===== config.mk =====
export PLATFORM = sky130hd
export DESIGN_NAME = fu_alu_exec_unit
export DESIGN_NICKNAME = d
export VERILOG_FILES = /design/src/rtl/fu_alu_exec_unit.sv
export SDC_FILE = /design/constraint.sdc
export NUM_CORES = 1
export LEC_CHECK = 0
export ABC_AREA = 1
export CORE_MARGIN = 8
export CORE_UTILIZATION = 30
export DETAILED_ROUTE_END_ITERATION = 10
export GPL_ROUTABILITY_DRIVEN = 0
export GPL_TIMING_DRIVEN = 0
export PLACE_DENSITY = 0.48
export SLEW_MARGIN = 20
export SYNTH_ARGS = -nofsm -noshare
export SYNTH_HDL_FRONTEND = slang
export SYNTH_SLANG_ARGS = --single-unit

===== constraint.sdc =====
create_clock -name clk_i -period 5.1 [get_ports clk_i]
set_input_delay 0.51 -clock clk_i [delete_from_list [all_inputs] [get_ports clk_i]]
set_output_delay 0.51 -clock clk_i [all_outputs]
set_load 0.02 [all_outputs]

===== src/rtl/fu_alu_exec_unit.sv =====
// ALU functional unit: fixed-latency execute pipe, CDB broadcast and a result FIFO toward the ROB.
// ready_o is a registered credit computed from FIFO occupancy plus instructions in flight.
module fu_alu_exec_unit #(
  parameter int unsigned WORD_SIZE_P  = 16,
  parameter int unsigned TAG_W_P      = 6,
  parameter int unsigned ROB_W_P      = 5,
  parameter int unsigned LAT_P        = 2,
  parameter int unsigned FIFO_DEPTH_P = 4
) (
  input  logic                   clk_i,
  input  logic                   reset_n_i,
  input  logic                   issue_v_i,
  input  logic [2:0]             opcode_i,
  input  logic [WORD_SIZE_P-1:0] src1_i,
  input  logic [WORD_SIZE_P-1:0] src2_i,
  input  logic [TAG_W_P-1:0]     dest_i,
  input  logic                   w_v_i,
  input  logic [ROB_W_P-1:0]     rob_dest_i,
  output logic                   ready_o,
  output logic                   cdb_valid_o,
  output logic [TAG_W_P-1:0]     cdb_dest_o,
  output logic [WORD_SIZE_P-1:0] cdb_result_o,
  output logic                   rob_v_o,
  input  logic                   rob_ready_i,
  output logic [ROB_W_P-1:0]     rob_dest_o,
  output logic [WORD_SIZE_P-1:0] rob_result_o,
  output logic [3:0]             rob_flags_o,
  output logic                   overflow_o
);

  localparam int unsigned Msb   = WORD_SIZE_P - 1;
  localparam int unsigned ShW   = $clog2(WORD_SIZE_P);
  localparam int unsigned EntW  = ROB_W_P + WORD_SIZE_P + 4;
  localparam int unsigned PtrW  = $clog2(FIFO_DEPTH_P);
  localparam int unsigned CntW  = $clog2(FIFO_DEPTH_P + 1);
  localparam int unsigned Last  = LAT_P - 1;

  // ---------------- ALU (stage 0) ----------------
  logic [ShW-1:0]         shamt;
  logic [WORD_SIZE_P:0]   add_w, sub_w, shl_w, shr_w;
  logic [WORD_SIZE_P-1:0] alu_res;
  logic                   alu_c, alu_v;
  logic [3:0]             alu_flags;

  assign shamt = src2_i[ShW-1:0];

  always_comb begin
    add_w   = {1'b0, src1_i} + {1'b0, src2_i};
    sub_w   = {1'b0, src1_i} - {1'b0, src2_i};
    // One spare bit on each side catches the last bit shifted out
    shl_w   = {1'b0, src1_i} << shamt;
    shr_w   = {src1_i, 1'b0} >> shamt;
    alu_res = '0;
    alu_c   = 1'b0;
    alu_v   = 1'b0;
    case (opcode_i)
      3'd0: begin
        alu_res = add_w[Msb:0];
        alu_c   = add_w[WORD_SIZE_P];
        alu_v   = (src1_i[Msb] == src2_i[Msb]) & (alu_res[Msb] ^ src1_i[Msb]);
      end
      3'd1: begin
        alu_res = sub_w[Msb:0];
        alu_c   = ~sub_w[WORD_SIZE_P];
        alu_v   = (src1_i[Msb] ^ src2_i[Msb]) & (alu_res[Msb] ^ src1_i[Msb]);
      end
      3'd2: alu_res = src1_i & src2_i;
      3'd3: alu_res = src1_i | src2_i;
      3'd4: alu_res = src1_i ^ src2_i;
      3'd5: begin
        alu_res = shl_w[Msb:0];
        alu_c   = shl_w[WORD_SIZE_P];
      end
      3'd6: begin
        alu_res = shr_w[WORD_SIZE_P:1];
        alu_c   = shr_w[0];
      end
      default: alu_res = src2_i;
    endcase
    alu_flags = {alu_res[Msb], alu_res == '0, alu_c, alu_v};
  end

  // ---------------- pipeline and FIFO state ----------------
  logic [LAT_P-1:0]   pv_q, pw_q;
  logic [TAG_W_P-1:0] pdest_q [LAT_P];
  logic [EntW-1:0]    pent_q  [LAT_P];

  logic [EntW-1:0]    mem_q [FIFO_DEPTH_P];
  logic [PtrW-1:0]    wr_ptr_q, rd_ptr_q;
  logic [CntW-1:0]    count_q, count_d;
  logic               ready_q, ready_d;
  logic               overflow_q, overflow_d;

  logic               out_v, push, pop, full, do_push;
  logic [31:0]        inflight_d;
  logic [EntW-1:0]    head;

  assign out_v   = pv_q[Last];
  assign push    = out_v;
  assign pop     = rob_v_o & rob_ready_i;
  assign full    = (count_q == CntW'(FIFO_DEPTH_P));
  assign do_push = push & (~full | pop);

  always_comb begin
    count_d    = count_q + CntW'(do_push) - CntW'(pop);
    overflow_d = overflow_q | (push & full & ~pop);
    // Valid stages after the edge: this-cycle issue plus everything not leaving the pipe
    inflight_d = 32'(issue_v_i);
    for (int unsigned i = 1; i < LAT_P; i++) begin
      inflight_d = inflight_d + 32'(pv_q[i-1]);
    end
    ready_d = (32'(count_d) + inflight_d + LAT_P) < FIFO_DEPTH_P;
  end

  always_ff @(posedge clk_i or negedge reset_n_i) begin
    if (!reset_n_i) begin
      pv_q <= '0;
      pw_q <= '0;
      for (int unsigned i = 0; i < LAT_P; i++) begin
        pdest_q[i] <= '0;
        pent_q[i]  <= '0;
      end
      for (int unsigned i = 0; i < FIFO_DEPTH_P; i++) begin
        mem_q[i] <= '0;
      end
      wr_ptr_q   <= '0;
      rd_ptr_q   <= '0;
      count_q    <= '0;
      ready_q    <= 1'b1;
      overflow_q <= 1'b0;
    end else begin
      pv_q[0]    <= issue_v_i;
      pw_q[0]    <= w_v_i;
      pdest_q[0] <= dest_i;
      pent_q[0]  <= {rob_dest_i, alu_res, alu_flags};
      for (int unsigned i = 1; i < LAT_P; i++) begin
        pv_q[i]    <= pv_q[i-1];
        pw_q[i]    <= pw_q[i-1];
        pdest_q[i] <= pdest_q[i-1];
        pent_q[i]  <= pent_q[i-1];
      end
      if (do_push) begin
        mem_q[wr_ptr_q] <= pent_q[Last];
        wr_ptr_q        <= wr_ptr_q + PtrW'(1);
      end
      if (pop) begin
        rd_ptr_q <= rd_ptr_q + PtrW'(1);
      end
      count_q    <= count_d;
      ready_q    <= ready_d;
      overflow_q <= overflow_d;
    end
  end

  // ---------------- outputs ----------------
  assign head = mem_q[rd_ptr_q];

  always_comb begin
    cdb_valid_o  = out_v & pw_q[Last];
    cdb_dest_o   = cdb_valid_o ? pdest_q[Last] : '0;
    cdb_result_o = cdb_valid_o ? pent_q[Last][WORD_SIZE_P+3:4] : '0;
    rob_v_o      = (count_q != '0);
    rob_dest_o   = rob_v_o ? head[EntW-1:WORD_SIZE_P+4] : '0;
    rob_result_o = rob_v_o ? head[WORD_SIZE_P+3:4] : '0;
    rob_flags_o  = rob_v_o ? head[3:0] : '0;
  end

  assign ready_o    = ready_q;
  assign overflow_o = overflow_q;

endmodule


==> impl_metrics.json, run 1 <==
{
  "synth_seq_cells": 169,
  "dp_hpwl_um": 30700,
  "critPathRequiredTime_ns": 4.59,
  "worstReg2RegStart": "count_q[1]",
  "slew_headroom_pct": 45.3,
  "status": "finished, final reports clean",
  "vias_per_cell": 5.00,
  "antenna_found_initial": 0,
  "yosys.area_share.simple_pct": 27.5,
  "drv_cap": 0,
  "fillers": 3982,
  "path_class": "flip-flop to output pin",
  "post-route-util_pct": 36.5,
  "routed_wl_um": 39900,
  "ioPinCount": 102,
  "fp-row-count": 70,
  "drt-wirelength-per-cell_um": 18.4,
  "postCtsSetupBuffers": 0,
  "netSwitchingFraction_pct": 39.9,
  "drive_gt1_share_pct": 5.83,
  "wl_met1_um": 17400,
  "worstPathArrival_ns": 3.14,
  "final_common_cell": "nand2_1",
  "fmax_mhz": 274,
  "die_w_um": 208,
  "syn_nets": 1679,
  "finalHoldViolCount": 0,
  "grt_pass1_wl_um": 62400,
  "cts_buffers": 17,
  "start_kind": "flip-flop",
  "ys_warn_count": 0,
  "cp-end-kind": "output pin",
  "p_leak_nw": 6.42,
  "grt_pass1_vias": 10696,
  "tightestPinTransition_ns": 0.809,
  "drt_iter0_markers": 750,
  "holdBufCountCts": 0,
  "synth-seq-area-share_pct": 38.2,
  "p_switching_w": 0.00246,
  "clock_power_share_pct": 22.8,
  "vias": 10829,
  "drv_slew": 0,
  "grt_usage_pct": 18.3,
  "insertion_delay_ns": 0.44,
  "grt_max_degree": 91,
  "post_cts_resized": 0,
  "antenna_cells": 0,
  "synth-xor-area-share_pct": 0.554,
  "pwr-share-seq_pct": 31.9,
  "synth_cell_types": 40,
  "layout_common_cells": "394 x nand2_1, 215 x inv_1, 168 x dfrtp_1, 151 x nand3_1, 128 x nor2_1",
  "die_h_um": 208,
  "synth_compound_gate_area_share_pct": 14.0,
  "rsz0062_at_grt": "false",
  "cts.reportedPaths.clkPinSlew_ns": 0.06,
  "p_per_area_nw_per_um2": 463,
  "wl_met3_um": 2360,
  "synth_fa_ha_area_share_pct": 7.33,
  "met2_length_um": 19300,
  "cts_root_buffer": "clkbuf_16",
  "synth_mux_area_share_pct": 1.63,
  "drcViolationCount": 0,
  "hold_ws_ns": 0.0328,
  "max-vdd-ir-drop_mv": 0.240,
  "hp-class": "primary input to async pin",
  "cts_tree": "yes",
  "worstPathMaxFanout": 10,
  "fin_skew_ns": 0.0123,
  "power_w": 0.00617,
  "die-area_sq_um": 43300,
  "antenna_left": 0,
  "top_layer": "met4",
  "htree_levels": 4,
  "nets": 1798,
  "cts_sinks": 169,
  "initial_core_util_pct": 30.4,
  "synth_top_family_by_area": "simple AND/OR/NAND/NOR gates",
  "p_int_w": 0.00371,
  "core_area_sq_um": 36400,
  "setup_viol": 0,
  "first_pass_iters": 5,
  "portBuffers": 99,
  "syn_inst": 1565,
  "clockBufferDepth": 2,
  "overflow": 0,
  "layout_min_cycle_time_ns": 3.65,
  "area_growth_pct": 20.4,
  "cp-startpoint": "rd_ptr_q[0]",
  "fin_crit_sh_pct": 71.5,
  "synth_area_sq_um": 11100,
  "avgSynthCellArea_sq_um": 7.07,
  "combinationalPowerShare_pct": 45.3,
  "rrSetupSlack_ns": 1.98
}
==> through the flow <==
step | area, sq um | setup WS, ns | cells | setup TNS [ns]
2_1_floorplan | 11100 | 2.51 | 1565 | 0
3_3_place_gp | 12600 | -3.79 | 2132 | -636.69
3_5_place_dp | 12700 | 1.08 | 2133 | 0
4_1_cts | 13300 | 1.43 | 2165 | 0
5_1_grt | 13300 | 1.19 | 2165 | 0
6_report | 13300 | 1.45 | 2165 | 0
==> Yosys cell counts (all sizes together) <==
cell / count / area (sq um)
o21ai: 122 / 611
a21oi: 120 / 601
o221ai: 1 / 8.76
nand2b: 1 / 6.26
buf: 37 / 208
nor3: 8 / 40.0
o211ai: 4 / 30.0
fa: 3 / 60.1
o41ai: 1 / 8.76
and2: 13 / 81.3
a2111oi: 1 / 8.76
nand3: 152 / 766
clkinv: 1 / 3.75
ha: 60 / 751
o21bai: 4 / 30.0
xor2: 5 / 43.8
mux2: 16 / 180
clkbuf: 37 / 139
nor2: 129 / 487
xnor2: 2 / 17.5
nand3b: 3 / 22.5
nand2: 398 / 1500
nand4: 18 / 113
o21a: 32 / 240
a211oi: 1 / 7.51
or2: 4 / 25.0
inv: 223 / 840
dfstp: 1 / 26.3
dfrtp: 168 / 4200
==> layer usage <==
metal / vias up / GRT usage, %
met5: - / 0
met4: 0 / 5.48
met3: 53 / 3.04
met2: 379 / 31.6
met1: 5163 / 23.2
li1: 5234 / -
==> power groups by stage <==
stage | Sequential (W) | Combinational, W | Clock [W]
global placement | 0.00199 | 0.00277 | 0
CTS | 0.00197 | 0.00282 | 0.00143
global route | 0.00201 | 0.00307 | 0.00148
finish | 0.00197 | 0.00280 | 0.00140
detailed placement | 0.00199 | 0.00280 | 0
floorplan | 0.00194 | 0.00166 | 0
==> worst max-delay path: stages (launching register included) <==
cell,delay [ns]
dfrtp_1,0.36
clkbuf_1,0.14
inv_1,0.10
clkbuf_1,0.47
clkbuf_1,0.48
o21ai_0,0.17
a21oi_1,0.24
buf_4,0.15
clkdlybuf4s50_1,0.59
==> cell families after synthesis <==
| kind of cell | count (synthesis) |
|---|---|
| compound gates | 286 |
| fa+ha+maj | 63 |
| simple gates | 726 |
| buf+inv | 298 |
| mux | 16 |
| flops | 169 |
| xor+xnor | 7 |
==> final cells by class <==
type / count / area (sq um) / share of cell area [%]
clock inverter: 9 / 160 / 1.20
buffer: 74 / 347 / 2.60
multi-input combinational: 1098 / 5650 / 42.4
sequential: 169 / 4230 / 31.8
timing repair buffer: 100 / 1020 / 7.69
inverter: 224 / 843 / 6.33
tap: 468 / 586 / 4.40
clock buffer: 23 / 478 / 3.59
==> final timing paths <==
path | to | cells after the start
max in group asynchronous | pdest_q[3] | 2
min in group clk_i | pent_q[11] | 0
worst max register to register | ready_o | 9
worst max-delay path | rob_result_o[15] | 8
worst min-delay path | overflow_o | 1
worst min register to register | pent_q[11] | 0
==> state kept, by name (all words and copies together), names as in the netlist <==
signal      count
ready_o         1
count_q         3
rd_ptr_q        2
overflow_o      1
pdest_q        12
pw_q            2
pv_q            2
pent_q         48
mem_q          96
wr_ptr_q        2
(Power assumes the default switching activity.)
==> run 2, diff against run 1 <==
- clock period: 5.1 -> 3.4 ns (I/O delays scaled with it)
==> impl_metrics.json, run 2 (same netlist as run 1, synthesis figures left out) <==
{
  "drt-wirelength-per-cell_um": 18.4,
  "cp-endpoint": "rob_result_o[9]",
  "post-route-util_pct": 36.6,
  "combinationalPowerShare_pct": 45.4,
  "max-vdd-ir-drop_mv": 0.361,
  "drcViolationCount": 0,
  "slowest_delay_ns": 0.67,
  "initial_core_util_pct": 30.4,
  "met2_length_um": 19300,
  "multi_input_area_sq_um": 5660,
  "vias_per_cell": 4.95,
  "r2r-end": "ready_o",
  "drive_gt1_share_pct": 6.30,
  "wl_met1_um": 17500,
  "cts_sinks": 169,
  "worstPathMaxFanout": 10,
  "overflow": 0,
  "netSwitchingFraction_pct": 39.9,
  "p_switching_w": 0.00370,
  "insertion_delay_ns": 0.44,
  "layout_common_cells": "394 x nand2_1, 215 x inv_1, 168 x dfrtp_1, 151 x nand3_1, 128 x nor2_1",
  "seqCellArea_sq_um": 4230,
  "die-area_sq_um": 43300,
  "clockBufferDepth": 2,
  "pwr-share-seq_pct": 31.9,
  "antenna_found_initial": 0,
  "cts_tree": "yes",
  "grt_usage_pct": 18.3,
  "drv_slew": 0,
  "final_common_cell": "nand2_1",
  "start_kind": "flip-flop",
  "nets": 1799,
  "p_int_w": 0.00557,
  "routed_wl_um": 39800,
  "cp-end-kind": "output pin",
  "hp-class": "primary input to flip-flop",
  "critPathRequiredTime_ns": 3.06,
  "largest_reg_flops": 96,
  "worstReg2RegStart": "count_q[1]",
  "fmax_mhz": 315,
  "fin_crit_sh_pct": 93.2,
  "rsz0062_at_grt": "false",
  "stdcell_count": 2166,
  "first_pass_iters": 6,
  "core_area_sq_um": 36400,
  "top_regs": "mem_q x96, pent_q x48, pdest_q x12",
  "crit_chain": "clkbuf_1 > inv_1 > clkbuf_1 > a21oi_1 > o21ai_0 > a21oi_1 > clkdlybuf4s50_1",
  "drv_cap": 0,
  "cts.reportedPaths.clkPinSlew_ns": 0.06,
  "rrSetupSlack_ns": 0.51,
  "p_per_area_nw_per_um2": 695,
  "layout_min_cycle_time_ns": 3.17,
  "drt_iter0_markers": 786,
  "finish.instance_area_sq_um": 13400,
  "die_w_um": 208,
  "power_w": 0.00927,
  "reg2reg_depth": 9,
  "min_delay_path_depth": 1,
  "setup_viol": 0,
  "worstPathArrival_ns": 2.83,
  "top_register": "mem_q",
  "dp.cells": 2133,
  "dp_hpwl_um": 30700,
  "fp-row-count": 70,
  "vias": 10730,
  "cp-startpoint": "rd_ptr_q[1]",
  "htree_levels": 4,
  "grt_max_degree": 91,
  "finalHoldViolCount": 0,
  "antenna_cells": 0,
  "clock_power_share_pct": 22.7,
  "area_growth_pct": 20.7,
  "portBuffers": 99,
  "path_class": "flip-flop to output pin",
  "slew_headroom_pct": 45.8,
  "critPathSlowestCell": "clkdlybuf4s50_1",
  "tightestPinTransition_ns": 0.813,
  "fin_skew_ns": 0.0116,
  "wl_met3_um": 2120,
  "cts_root_buffer": "clkbuf_16",
  "cts_buffers": 17,
  "ioPinCount": 102,
  "grt_pass1_wl_um": 62400,
  "antenna_left": 0,
  "die_h_um": 208,
  "grt_pass1_vias": 10721,
  "top_layer": "met4",
  "dpl-instance-area_sq_um": 12700,
  "p_leak_nw": 6.45,
  "status": "finished, final reports clean",
  "fillers": 3982
}
run 2: power by group through the flow:
stage	sequential, W	clock, W	combinational, W
final	0.00296	0.00210	0.00421
after global routing	0.00303	0.00223	0.00462
after CTS	0.00295	0.00215	0.00423
after detailed placement	0.00299	0	0.00420
after global placement	0.00298	0	0.00415
after floorplan	0.00291	0	0.00250
run 2: area by class of cell:
class / count / area share [%]
Buffer: 74 / 2.66
Clock buffer: 23 / 3.58
Clock inverter: 9 / 1.20
Inverter: 224 / 6.32
Multi-Input combinational cell: 1098 / 42.4
Sequential cell: 169 / 31.7
Tap cell: 468 / 4.39
Timing Repair Buffer: 101 / 7.74
run 2: routing by layer:
metal	track usage, %	vias up
met3	3.02	48
met1	23.2	5103
met5	0	-
li1	-	5230
met4	5.48	0
met2	31.6	349
run 2: per-stage QoR:
stage | setup TNS [ns] | hold slack (ns) | worst slack [ns]
floorplan | 0 | 0.0444 | 0.813
global placement | -896.47 | 0.332 | -5.32
detailed placement | -1.03 | 0.335 | -0.445
CTS | 0 | 0.327 | 0.0378
global route | 0 | 0.333 | 0.0480
finish | 0 | 0.343 | 0.230
run 2: worst min-delay path by stage:
stage	from	endpoint	slack [ns]
floorplan	reset_n_i	count_q[0]	0.04
global placement	pent_q[37]	pent_q[12]	0.33
detailed placement	pent_q[39]	pent_q[14]	0.33
CTS	dest_i[4]	pdest_q[10]	0.33
global route	dest_i[3]	pdest_q[9]	0.33
finish	dest_i[4]	pdest_q[10]	0.34
run 2: critical path, delay by kind of cell, from the launching register on:
family                 cells  cell delay, ns
buffers and inverters      4            1.52
DFF                        1            0.32
AOI/OAI and AO/OA          3            0.55
run 2: what timing repair did:
action / in CTS / in global routing
endpoints found under the hold margin: 79 / 0
setup endpoints to repair: 3 / 13
setup buffers: 0 / 0
gates resized for setup: 2 / 12
hold buffers: 1 / 0
